## config.mk

```make
export PLATFORM = sky130hd
export DESIGN_NAME = pwm_generator_mc
export DESIGN_NICKNAME = d
export VERILOG_FILES = /design/src/rtl/pwm_generator_mc.sv
export SDC_FILE = /design/constraint.sdc
export NUM_CORES = 1
export LEC_CHECK = 0
export CORE_ASPECT_RATIO = 0.8
export CORE_UTILIZATION = 60
export DETAILED_ROUTE_END_ITERATION = 8
export GPL_TIMING_DRIVEN = 0
export PLACE_DENSITY = 0.79
export SETUP_SLACK_MARGIN = 0.2
export SLEW_MARGIN = 20
export SYNTH_ARGS = -nofsm -noshare
export SYNTH_HDL_FRONTEND = slang
export SYNTH_SLANG_ARGS = --single-unit
```

## constraint.sdc

```tcl
create_clock -name aclk -period 9.3 [get_ports aclk]
set_input_delay 0.93 -clock aclk [delete_from_list [all_inputs] [get_ports aclk]]
set_output_delay 0.93 -clock aclk [all_outputs]
set_load 0.05 [all_outputs]
```

## src/rtl/pwm_generator_mc.sv

```systemverilog
// Multi-channel PWM generator: shared period counter, double-buffered compares,
// and a 4-state command pipeline that turns signed Q1.(DATA_W-1) duty into compare counts.
module pwm_generator_mc #(
  parameter int unsigned CLK_HZ   = 100_000_000,
  parameter int unsigned PWM_FREQ = 20_000,
  parameter int unsigned N_CH     = 4,
  parameter int unsigned DATA_W   = 16,
  localparam int unsigned CH_W    = (N_CH > 1) ? $clog2(N_CH) : 1
) (
  input  logic              aclk,
  input  logic              rst_n,
  input  logic              enable,
  input  logic              center_mode,
  input  logic              cmd_valid,
  output logic              cmd_ready,
  input  logic [CH_W-1:0]   cmd_ch,
  input  logic [DATA_W-1:0] cmd_duty,
  output logic              cmd_err,
  output logic [N_CH-1:0]   pwm_out,
  output logic [N_CH-1:0]   dir_out,
  output logic              period_start
);

  localparam int unsigned PERIOD = CLK_HZ / PWM_FREQ;
  localparam int unsigned CNT_W  = $clog2(PERIOD + 1);
  localparam int unsigned PROD_W = DATA_W + CNT_W;

  localparam logic [CNT_W-1:0]  LAST_CNT = CNT_W'(PERIOD - 1);
  localparam logic [CNT_W-1:0]  PERIOD_C = CNT_W'(PERIOD);
  localparam logic [DATA_W-1:0] NEG_FULL = {1'b1, {(DATA_W-1){1'b0}}};
  localparam logic [DATA_W-1:0] POS_FULL = {1'b0, {(DATA_W-1){1'b1}}};

  typedef enum logic [1:0] {IDLE, ABS, MUL, WRITE} cmd_state_e;

  cmd_state_e state_q, state_d;

  logic              alive_q;
  logic [CH_W-1:0]   ch_q;
  logic [DATA_W-1:0] duty_q;
  logic [DATA_W-1:0] mag_q, mag_d;
  logic              sign_q;
  logic [CNT_W-1:0]  cmp_q, cmp_d;
  logic [PROD_W-1:0] prod, prod_sh;
  logic              accept, wr_en, ch_ok;

  logic [CNT_W-1:0]  cnt_q;
  logic              xfer;

  logic [CNT_W-1:0]  shadow_cmp [N_CH];
  logic [N_CH-1:0]   shadow_dir;
  logic [CNT_W-1:0]  active_cmp [N_CH];
  logic [CNT_W-1:0]  start_q    [N_CH];
  logic [N_CH-1:0]   active_dir;
  logic              mode_active;
  logic [CNT_W-1:0]  xfer_cmp   [N_CH];
  logic [N_CH-1:0]   xfer_dir;
  logic [N_CH-1:0]   pwm_d, pwm_q;

  // Holds cmd_ready low while reset is asserted and for the first edge after.
  always_ff @(posedge aclk or negedge rst_n) begin
    if (!rst_n) alive_q <= 1'b0;
    else        alive_q <= 1'b1;
  end

  assign ch_ok = (32'(ch_q) < N_CH);

  always_ff @(posedge aclk or negedge rst_n) begin
    if (!rst_n) state_q <= IDLE;
    else        state_q <= state_d;
  end

  always_comb begin
    state_d   = state_q;
    cmd_ready = 1'b0;
    accept    = 1'b0;
    wr_en     = 1'b0;
    cmd_err   = 1'b0;
    case (state_q)
      IDLE: begin
        cmd_ready = alive_q;
        if (cmd_valid && alive_q) begin
          accept  = 1'b1;
          state_d = ABS;
        end
      end
      ABS:   state_d = MUL;
      MUL:   state_d = WRITE;
      WRITE: begin
        wr_en   = ch_ok;
        cmd_err = !ch_ok;
        state_d = IDLE;
      end
      default: state_d = IDLE;
    endcase
  end

  // The most negative code has no positive twin; saturate it to full scale.
  always_comb begin
    if (duty_q == NEG_FULL)      mag_d = POS_FULL;
    else if (duty_q[DATA_W-1])   mag_d = ~duty_q + DATA_W'(1);
    else                         mag_d = duty_q;
  end

  always_comb begin
    prod    = PROD_W'(mag_q) * PROD_W'(PERIOD);
    prod_sh = prod >> (DATA_W - 1);
    cmp_d   = (prod_sh > PROD_W'(PERIOD)) ? PERIOD_C : prod_sh[CNT_W-1:0];
  end

  always_ff @(posedge aclk or negedge rst_n) begin
    if (!rst_n) begin
      ch_q   <= '0;
      duty_q <= '0;
      mag_q  <= '0;
      sign_q <= 1'b0;
      cmp_q  <= '0;
    end else begin
      if (accept) begin
        ch_q   <= cmd_ch;
        duty_q <= cmd_duty;
      end
      if (state_q == ABS) begin
        sign_q <= duty_q[DATA_W-1];
        mag_q  <= mag_d;
      end
      if (state_q == MUL) cmp_q <= cmp_d;
    end
  end

  always_ff @(posedge aclk or negedge rst_n) begin
    if (!rst_n)                 cnt_q <= '0;
    else if (!enable)           cnt_q <= '0;
    else if (cnt_q == LAST_CNT) cnt_q <= '0;
    else                        cnt_q <= cnt_q + CNT_W'(1);
  end

  assign xfer         = !enable || (cnt_q == LAST_CNT);
  assign period_start = alive_q && enable && (cnt_q == '0);

  always_ff @(posedge aclk or negedge rst_n) begin
    if (!rst_n) begin
      for (int unsigned i = 0; i < N_CH; i++) shadow_cmp[i] <= '0;
      shadow_dir <= '1;
    end else begin
      for (int unsigned i = 0; i < N_CH; i++) begin
        if (wr_en && (ch_q == CH_W'(i))) begin
          shadow_cmp[i] <= cmp_q;
          shadow_dir[i] <= ~sign_q;
        end
      end
    end
  end

  // A write landing on the transfer cycle is forwarded straight into the active set.
  always_comb begin
    for (int unsigned i = 0; i < N_CH; i++) begin
      xfer_cmp[i] = (wr_en && (ch_q == CH_W'(i))) ? cmp_q   : shadow_cmp[i];
      xfer_dir[i] = (wr_en && (ch_q == CH_W'(i))) ? ~sign_q : shadow_dir[i];
    end
  end

  always_ff @(posedge aclk or negedge rst_n) begin
    if (!rst_n) begin
      for (int unsigned i = 0; i < N_CH; i++) begin
        active_cmp[i] <= '0;
        start_q[i]    <= '0;
      end
      active_dir  <= '1;
      mode_active <= 1'b0;
    end else if (xfer) begin
      for (int unsigned i = 0; i < N_CH; i++) begin
        active_cmp[i] <= xfer_cmp[i];
        start_q[i]    <= (PERIOD_C - xfer_cmp[i]) >> 1;
      end
      active_dir  <= xfer_dir;
      mode_active <= center_mode;
    end
  end

  always_comb begin
    for (int unsigned i = 0; i < N_CH; i++) begin
      if (mode_active)
        pwm_d[i] = (cnt_q >= start_q[i]) && (cnt_q < start_q[i] + active_cmp[i]);
      else
        pwm_d[i] = (cnt_q < active_cmp[i]);
    end
  end

  always_ff @(posedge aclk or negedge rst_n) begin
    if (!rst_n) pwm_q <= '0;
    else        pwm_q <= enable ? pwm_d : '0;
  end

  assign pwm_out = pwm_q;
  assign dir_out = active_dir;

endmodule
```

==> flow_summary_export.csv, run 1 <==
group,metric,value,unit
detailed_routing,drt_first_pass_iters,9,
global_routing,grt_usage,31.3,%
clocking,insertion_delay,520,ps
logic_synthesis,synthDistinctLibCells,73,
global_routing,grt_pass1_wl,72900,µm
logic_synthesis,post_synth.cell_area_avg,9.32,µm²
floorplanning,core,28400,µm²
global_routing,antenna_found_initial,1,
detailed_routing,dr_total_vias,14000,
logic_synthesis,synth-compound-area-share,14.8,%
logic_synthesis,synth_seq_cells,229,
sta,fin_crit,5800,ps
run,cap_violations,0,
worst_setup_path,cp_slowest_cell,"fa_1",
logic_synthesis,synth_mux_area_share,4.31,%
detailed_routing,routed_wl,45200,µm
finish,multiInputGateArea,10500,µm²
floorplanning,die_area,29800,µm²
finish,area_growth,9.52,%
global_routing,grt_start_max_net_pins,93,
finish,final_cells,2320,
logic_synthesis,syn_nets,2204,
logic_synthesis,async_flop_share,100,%
logic_synthesis,synth-simple-area-share,10.8,%
logic_synthesis,ys_top_cells_by_count,"inv_1 (279), ha_1 (272), dfrtp_1 (221), nor2_1 (183), a21oi_1 (177)",
logic_synthesis,ys_warn_count,0,
global_routing,overflow,0,
floorplanning,rows,55,
sta,rsz0062_at_grt,"no",
clocking,numCtsBuffers,25,
sta,fin_worst_skew,21.3,ps
worst_setup_path,crit_family,"adder cells",
clocking,clock_path_buffers,3,
logic_synthesis,synth_top_family_by_area,"adder cells",
status,status,"complete, but fails checks",
floorplanning,die_y,155,µm
logic_synthesis,syn_inst,1871,
finish,nFillCells,2191,
logic_synthesis,synth.most_common_cell,"inv_1",
logic_synthesis,ys_top_cells_by_area,"dfrtp_1 (32%), ha_1 (20%), inv_1 (6.0%)",
clocking,cts_tree,"done",
place,gp_congestion,0.922,
finish,final-seq-area,5740,µm²
place,dp_cells,2275,
detailed_routing,viasPerCell,6.05,
clocking,cts_setup_buffers,0,
sta,worst_pin_slew,1060,ps
clocking,cts_sinks,229,
finish,antenna_cells,0,
place,place_hpwl,33900,µm
clocking,cts_root_buf,"clkbuf_16",
logic_synthesis,yosys.area_share.adder,23.9,%
sta,slew_violations,0,
floorplanning,ios,34,
logic_synthesis,netlist_area,17400,µm²
sta,fin_crit_sh,62.4,%
detailed_routing,drc,4,
worst_setup_path,crit_chain,"inv_1 -> fa_1 -> inv_1 -> ha_1 -> fa_1 -> ha_1 -> inv_1 -> fa_1 -> inv_1 -> ha_1 -> buf_6 -> a21o_1 -> a31o_1 -> a32o_2 -> a2111oi_4 -> nor2_1 -> a31oi_2 -> nand3_2 -> o311ai_2 -> o22ai_1",
worst_setup_path,cpMostUsedCell,"inv_1",
worst_setup_path,crit_type,"reg2reg",
worst_setup_path,required,9680,ps
worst_setup_path,crit_path_end_kind,"flop",
global_routing,grt_pass1_vias,13800,
worst_setup_path,rrSetupSlack,3500,ps
detailed_routing,final_antenna_net_count,0,
clocking,cts_resized,0,
sta,hold_viol,0,
worst_setup_path,startpoint_type,"flop",
finish,final_net_count,2265,
place,place.port_buffers,32,
sta,max-slew-margin-rel,29.0,%
logic_synthesis,synthFlopType,"dfrtp_1",
worst_setup_path,slowest_delay,570,ps
logic_synthesis,synth_top_cell_by_area,"dfrtp_1",
clocking,clkSlewWorstSetupHoldPaths,70,ps
logic_synthesis,ys_seq_area_share,32.9,%
worst_setup_path,worst-path-buf-inv,5,
clocking,h-tree-depth,1,
worst_setup_path,arrival,6180,ps
sta,max_freq,172,MHz
detailed_routing,drt_iter0_drc,1296,
detailed_routing,routedWlPerCell,19.5,µm
clocking,cts-hold-fix-buffers,0,
floorplanning,die_x,193,µm
finish,drive_above_1_share,5.28,%
logic_synthesis,synthXorXnorAreaFrac,6.18,%
min_path,worstHoldPathType,"in2async",
floorplanning,start_util,61.4,%
logic_synthesis,synth_edf_count,0,
sta,setup_violations,0,
worst_setup_path,path_max_fanout,7,
status,violations,"DRC",
logic_synthesis,netlist.area_leader.share,31.7,%
[registers in the layout, summed over array words and instances (netlist names), 4 cells and up]
| register | cells |
|---|---|
| active_cmp | 52 |
| shadow_cmp | 52 |
| start_q | 48 |
| duty_q | 16 |
| mag_q | 16 |
| cmp_q | 13 |
| cnt_q | 13 |
| dir_out | 4 |
| pwm_out | 4 |
| shadow_dir | 4 |
[area by class of cell]
| cell class | instances | share of cell area (%) |
|---|---|---|
| inverter | 279 | 5.48 |
| timing repair buffer | 34 | 1.99 |
| sequential | 229 | 30.0 |
| multi-input combinational | 1317 | 54.8 |
| clock buffer | 38 | 3.79 |
| tap | 370 | 2.42 |
| buffer | 46 | 0.989 |
| clock inverter | 7 | 0.485 |
[worst paths after layout]
path	start	to	depth (start not counted)
worst max-delay path	mag_q[6]	cmp_q[1]	20
max in group asynchronous	rst_n	duty_q[12]	3
min in group aclk	shadow_dir[0]	shadow_dir[0]	2
worst max register to register	mag_q[6]	cmp_q[1]	20
worst min-delay path	rst_n	pwm_out[3]	1
worst min register to register	shadow_dir[0]	shadow_dir[0]	2
[cells by family (layout without fill, tap and decap cells)]
family / count (synthesis) / after routing
AO/OA/AOI/OAI: 413 / 413
adder cells (fa/ha/maj): 310 / 310
multiplexers: 71 / 71
flip-flops: 229 / 229
XOR/XNOR: 123 / 123
other: 2 / 2
buffers and inverters: 325 / 404
AND/OR/NAND/NOR: 398 / 398
[cell usage in the layout (no fill, tap or decap), drive strengths merged, types with 13 or more instances in the layout]
cell / n
inv: 279
ha: 272
dfrtp: 221
nor2: 183
a21oi: 177
xnor2: 78
clkbuf: 77
o21ai: 65
nand2: 51
xor2: 45
a21o: 42
mux2i: 38
fa: 38
mux2: 33
nand3: 32
clkdlybuf4s50: 31
nand2b: 26
nor2b: 25
nor3: 21
a31oi: 21
nand4: 18
o21a: 13
o21bai: 13
[routing by layer]
metal	wire, µm	up-vias	share of wire [%]	global-route usage, %
met1	20100	6853	44	45.8
met3	3400	105	7.5	3.65
met5	0	-	0	0
li1	-	6534	-	-
met4	1500	0	3.3	10.2
met2	20200	542	45	48.3
[through the flow]
step	TNS (ps)	instance area (µm²)	util, %	setup WS, ps	hold slack [ps]
final	0	19100	67.2	3500	333
after global routing	0	19100	67.2	3220	354
after CTS	0	19100	67.2	3500	348
after detailed placement	0	18300	64.3	3540	487
after global placement	-513300	18200	64.1	-2350	484
after floorplan	0	17400	-	4130	449
Power of run 1 is left out: the tool's default activity adds up to more than one toggle a clock period on the data nets, which glitch-free logic cannot reach.
==> run 2, diff against run 1 <==
==> constraint.sdc (replaced) <==
create_clock -name aclk -period 5.8 [get_ports aclk]
set_input_delay 0.58 -clock aclk [delete_from_list [all_inputs] [get_ports aclk]]
set_output_delay 0.58 -clock aclk [all_outputs]
set_load 0.05 [all_outputs]
==> run 2 against run 1 <==
Critical path depth unchanged. Die area is the same. Wire length is 1.3% higher. Worst hold slack gained 160 ps. Count of clock-buffer cells in the layout is the same. The run still ends with DRC left. Fmax grew 7.0%. Global-route usage up 0.086 points. First-iteration DRC count grew 4.0%. Register-to-register slack got worse by 3100 ps.
==> flow_summary_export.csv, run 2 (synthesis gave the netlist of run 1 again) <==
group,metric,value,unit
status,status,"complete, but fails checks",
status,violations,"DRC",
worst_setup_path,crit_chain,"inv_4 -> fa_1 -> inv_1 -> ha_1 -> fa_1 -> ha_1 -> inv_1 -> fa_1 -> inv_1 -> ha_1 -> buf_6 -> a21o_1 -> a31o_1 -> a32o_2 -> a2111oi_4 -> xnor2_2 -> a31oi_2 -> nor4_4 -> o31ai_4 -> o22a_1",
global_routing,grt_use_met1,45.6,%
place,placed_cell_area,18300,µm²
global_routing,grt_start_max_net_pins,93,
place,place_hpwl,33900,µm
floorplanning,die_y,155,µm
finish,area_growth,10.8,%
detailed_routing,drc,4,
sta,fin_worst_skew,16.4,ps
finish,final_cell_mix,"inv_1 (272), ha_1 (272), dfrtp_1 (217)",
worst_setup_path,arrival,5820,ps
clocking,clock_path_buffers,3,
global_routing,overflow,0,
finish,fin_area,19300,µm²
finish,final-seq-area,5750,µm²
sta,max_freq,184,MHz
global_routing,grt_usage,31.4,%
clocking,clkSlewWorstSetupHoldPaths,60,ps
detailed_routing,routed_wl,45700,µm
sta,hold_viol,0,
sta,worst_pin_slew,1060,ps
detailed_routing,routedWlPerCell,19.6,µm
global_routing,grt_pass1_wl,73100,µm
worst_setup_path,startpoint_type,"flop",
worst_setup_path,crit_path_end_kind,"flop",
floorplanning,die_x,193,µm
place,gp_congestion,0.922,
finish,multiInputGateArea,10600,µm²
place,dp_cells,2275,
global_routing,antenna_found_initial,1,
global_routing,grt_use_met2,48.2,%
global_routing,grt_pass1_vias,13900,
detailed_routing,final_antenna_net_count,0,
floorplanning,die_area,29800,µm²
detailed_routing,drt_first_pass_iters,7,
floorplanning,rows,55,
finish,drive_above_1_share,7.17,%
clocking,h-tree-depth,1,
run,cap_violations,0,
sta,rsz0062_at_grt,"no",
sta,setup_violations,0,
finish,antenna_cells,0,
detailed_routing,viasPerCell,6.04,
finish,final_cells,2336,
sta,slew_violations,0,
min_path,worstHoldPathType,"reg2reg",
clocking,cts_tree,"done",
clocking,cts_root_buf,"clkbuf_16",
sta,fin_crit,5420,ps
floorplanning,start_util,61.4,%
worst_setup_path,required,6200,ps
sta,max-slew-margin-rel,29.1,%
worst_setup_path,cp_slowest_cell,"fa_1",
sta,fin_crit_sh,93.5,%
clocking,insertion_delay,520,ps
place,pre_cts_ws,38.7,ps
global_routing,met3_usage,4.02,%
detailed_routing,drt_iter0_drc,1348,
finish,nFillCells,2163,
clocking,numCtsBuffers,25,
finish,reg_top3,"active_cmp x52, shadow_cmp x52, start_q x48",
floorplanning,core,28400,µm²
worst_setup_path,path_max_fanout,7,
floorplanning,ios,34,
detailed_routing,dr_total_vias,14100,
place,place.port_buffers,32,
global_routing,busiest_layer,"met2",
worst_setup_path,crit_type,"reg2reg",
worst_setup_path,slowest_delay,550,ps
sta,fin_ws,378,ps
clocking,cts_sinks,229,
finish,final_net_count,2281,
-- run 2: cell count changes in the layout (fill, tap and decap cells not counted), moves of 4 or more --
cell,delta
inv_1,-7
buf_4,+15
inv_2,+6
dfrtp_2,+4
dfrtp_1,-4
-- run 2: what timing repair did --
item | 4_1_cts | 5_1_grt
pin swaps | 2 | 7
endpoints found under the setup margin | 7 | 11
resized for setup | 9 | 22
hold endpoints to repair | 11 | 0
buffers inserted | 1 | 14
hold buffers | 1 | 0
-- run 2: critical path, delay by kind of cell (launching register included) --
kind | cells | cell delay [ps]
adders and majority gates | 6 | 2410
DFF | 1 | 430
AOI/OAI and AO/OA | 7 | 1510
and+or+nand+nor | 1 | 400
xor gates and xnor gates | 1 | 180
buffers and inverters | 5 | 360
-- run 2: final timing paths --
path,to,cells after the start,startpoint,slack (ps)
min,shadow_dir[0],2,shadow_dir[0],500
min in group asynchronous,pwm_out[3],2,rst_n,590
max,cmp_q[3],20,mag_q[6],380
max in group asynchronous,mag_q[6],4,rst_n,3970
max reg2reg,cmp_q[3],20,mag_q[6],380
min reg2reg,shadow_dir[0],2,shadow_dir[0],500
-- run 2: cell type report --
class	count	area share, %
repair buffers	50	2.60
well taps	370	2.40
multi-input cells	1317	54.6
clock inverters	7	0.479
flip-flops and latches	229	29.7
plain buffers	46	0.984
clock buffers	38	3.75
inverters	279	5.43
-- run 2: layer usage --
metal / vias up / share of wire, % / wire length (µm)
li1: 6560 / - / -
met1: 6914 / 45 / 20500
met2: 520 / 44 / 20300
met3: 109 / 7.2 / 3310
met4: 0 / 3.5 / 1600
met5: - / 0 / 0
-- run 2: through the flow --
| stage | hold WS [ps] | setup TNS, ps | utilization, % |
|---|---|---|---|
| floorplan | 284 | 0 | - |
| finish | 497 | 0 | 68.0 |
| global route | 547 | 0 | 68.0 |
| global placement | 484 | -1229380 | 64.1 |
| detailed placement | 487 | 0 | 64.3 |
| CTS | 499 | 0 | 67.4 |
Power of run 2 is left out for the same reason.
==> run 3, diff against run 2 <==
--- a/config.mk
+++ b/config.mk
@@ -5,7 +5,6 @@
 export SDC_FILE = /design/constraint.sdc
 export NUM_CORES = 1
 export LEC_CHECK = 0
-export CORE_ASPECT_RATIO = 0.8
 export CORE_UTILIZATION = 60
 export DETAILED_ROUTE_END_ITERATION = 8
 export GPL_TIMING_DRIVEN = 0
@@ -15,3 +14,4 @@
 export SYNTH_ARGS = -nofsm -noshare
 export SYNTH_HDL_FRONTEND = slang
 export SYNTH_SLANG_ARGS = --single-unit
+export TNS_END_PERCENT = 50
==> run 3 against run 2 <==
The flow now finishes without violations. Register-to-register slack got worse by 20 ps. Final area rose by 0.71%. Die area barely moved. First-iteration DRC count fell by 38%. Wire length fell by 5.9%. Sequential share of layout area fell by 0.21 points. Clock skew fell by 0.97 ps. Final cell count rose by 0.47%. Utilization barely moved. Global-route usage fell by 2.1 points. Via count fell by 2.9%. Count of clock-buffer cells in the layout did not move. Critical path type unchanged.
==> flow_summary_export.csv, run 3 (synthesis gave the netlist of run 1 again) <==
group,metric,value,unit
detailed_routing,drt_iter0_drc,837,
floorplanning,die_area,29800,µm²
clocking,numCtsBuffers,26,
floorplanning,start_util,60.9,%
sta,fin_worst_skew,15.4,ps
global_routing,grt_start_max_net_pins,101,
detailed_routing,final_antenna_net_count,0,
clocking,clock_path_buffers,3,
run,cap_violations,0,
clocking,clkSlewWorstSetupHoldPaths,60,ps
status,status,"finished, final reports clean",
detailed_routing,dr_total_vias,13700,
sta,max_freq,184,MHz
sta,fin_crit_sh,93.9,%
sta,slew_violations,0,
sta,fin_tns_setup,0,ps
worst_setup_path,crit_path_end_kind,"flop",
detailed_routing,drc,0,
clocking,cts_sinks,229,
floorplanning,die_x,173,µm
sta,rsz0062_at_grt,"no",
place,place.port_buffers,32,
finish,area_growth,11.6,%
finish,final_cells,2347,
sta,worst_pin_slew,984,ps
place,gp_congestion,0.893,
global_routing,grt_usage,29.2,%
floorplanning,core,28600,µm²
floorplanning,ios,34,
min_path,worstHoldPathType,"reg2reg",
finish,final_cell_mix,"inv_1 (276), ha_1 (272), dfrtp_1 (217)",
worst_setup_path,crit_path_end,"cmp_q[9]",
worst_setup_path,r2r_cells,21,
floorplanning,rows,62,
detailed_routing,drt_first_pass_iters,5,
clocking,insertion_delay,530,ps
worst_setup_path,r2r_start,"mag_q[9]",
finish,final_net_count,2276,
detailed_routing,viasPerCell,5.84,
global_routing,overflow,0,
worst_setup_path,startpoint_type,"flop",
sta,fin_ws,354,ps
worst_setup_path,arrival,5900,ps
global_routing,grt_pass1_vias,13900,
global_routing,grt_pass1_wl,69800,µm
clocking,cts_tree,"done",
worst_setup_path,crit_start,"mag_q[9]",
worst_setup_path,rrSetupSlack,350,ps
sta,hold_viol,0,
sta,max-slew-margin-rel,34.4,%
place,dp_cells,2289,
worst_setup_path,path_max_fanout,7,
worst_setup_path,r2r_end,"cmp_q[9]",
detailed_routing,routed_wl,43100,µm
clocking,h-tree-depth,1,
worst_setup_path,required,6250,ps
place,pre_cts_ws,14.6,ps
finish,final_common_cell,"inv_1",
finish,drive_above_1_share,7.13,%
place,place_hpwl,32000,µm
worst_setup_path,crit_type,"reg2reg",
detailed_routing,routedWlPerCell,18.3,µm
finish,reg_top3,"active_cmp x52, shadow_cmp x52, start_q x48",
sta,fin_crit,5450,ps
sta,setup_violations,0,
floorplanning,die_y,173,µm
global_routing,antenna_found_initial,0,
clocking,cts_root_buf,"clkbuf_16",
finish,antenna_cells,0,
[run 3: worst min-delay path by stage]
stage	from	end	slack, ps	depth (start not counted)
after floorplan	rst_n	active_cmp[0]	280	0
after global placement	shadow_dir[0]	shadow_dir[0]	460	2
after detailed placement	rst_n	start_q[1]	460	1
after CTS	shadow_dir[0]	shadow_dir[0]	500	2
after global routing	shadow_dir[0]	shadow_dir[0]	530	2
final	shadow_dir[0]	shadow_dir[0]	500	2
[run 3: what timing repair did]
item / in CTS / in global routing
gates resized for setup: 11 / 19
setup endpoints to repair: 10 / 10
hold buffers: 1 / 0
pin swaps: 2 / 4
hold endpoints to repair: 30 / 0
buffers inserted: 2 / 7
[run 3: worst max-delay path, cell delays in order (launching register included)]
cell,delay [ps]
dfrtp_1,440
inv_2,130
fa_1,570
inv_1,50
ha_1,300
fa_1,490
ha_1,290
inv_1,50
fa_1,490
inv_1,40
ha_1,270
clkbuf_2,170
a21oi_1,230
o21ai_2,110
or4b_4,570
a2111oi_4,430
nor3b_2,100
o31ai_1,100
o21ai_2,70
buf_4,170
nor2b_1,140
a21oi_1,140
[run 3: metal layers]
layer | track usage, % | wire (µm) | vias up
met5 | 0 | 0 | -
met4 | 12.7 | 2040 | 0
met3 | 3.01 | 1880 | 127
met2 | 50.6 | 20700 | 373
met1 | 37.1 | 18400 | 6646
li1 | - | - | 6554
[run 3: layout make-up]
type                            instances  area (µm²)
Buffer                                 46         191
Clock buffer                           38         787
Clock inverter                         10         184
Fill cell                            2177        9160
Inverter                              279        1050
Multi-Input combinational cell       1317       10600
Sequential cell                       229        5750
Tap cell                              384         480
Timing Repair Buffer                   44         458
[run 3: through the flow]
step	instance area, µm²	hold WS (ps)	util (%)
2_1_floorplan	17400	284	-
3_3_place_gp	18200	461	63.7
3_5_place_dp	18300	460	64.0
4_1_cts	19300	503	67.6
5_1_grt	19500	525	68.0
6_report	19500	499	68.0
Power of run 3 is left out for the same reason.
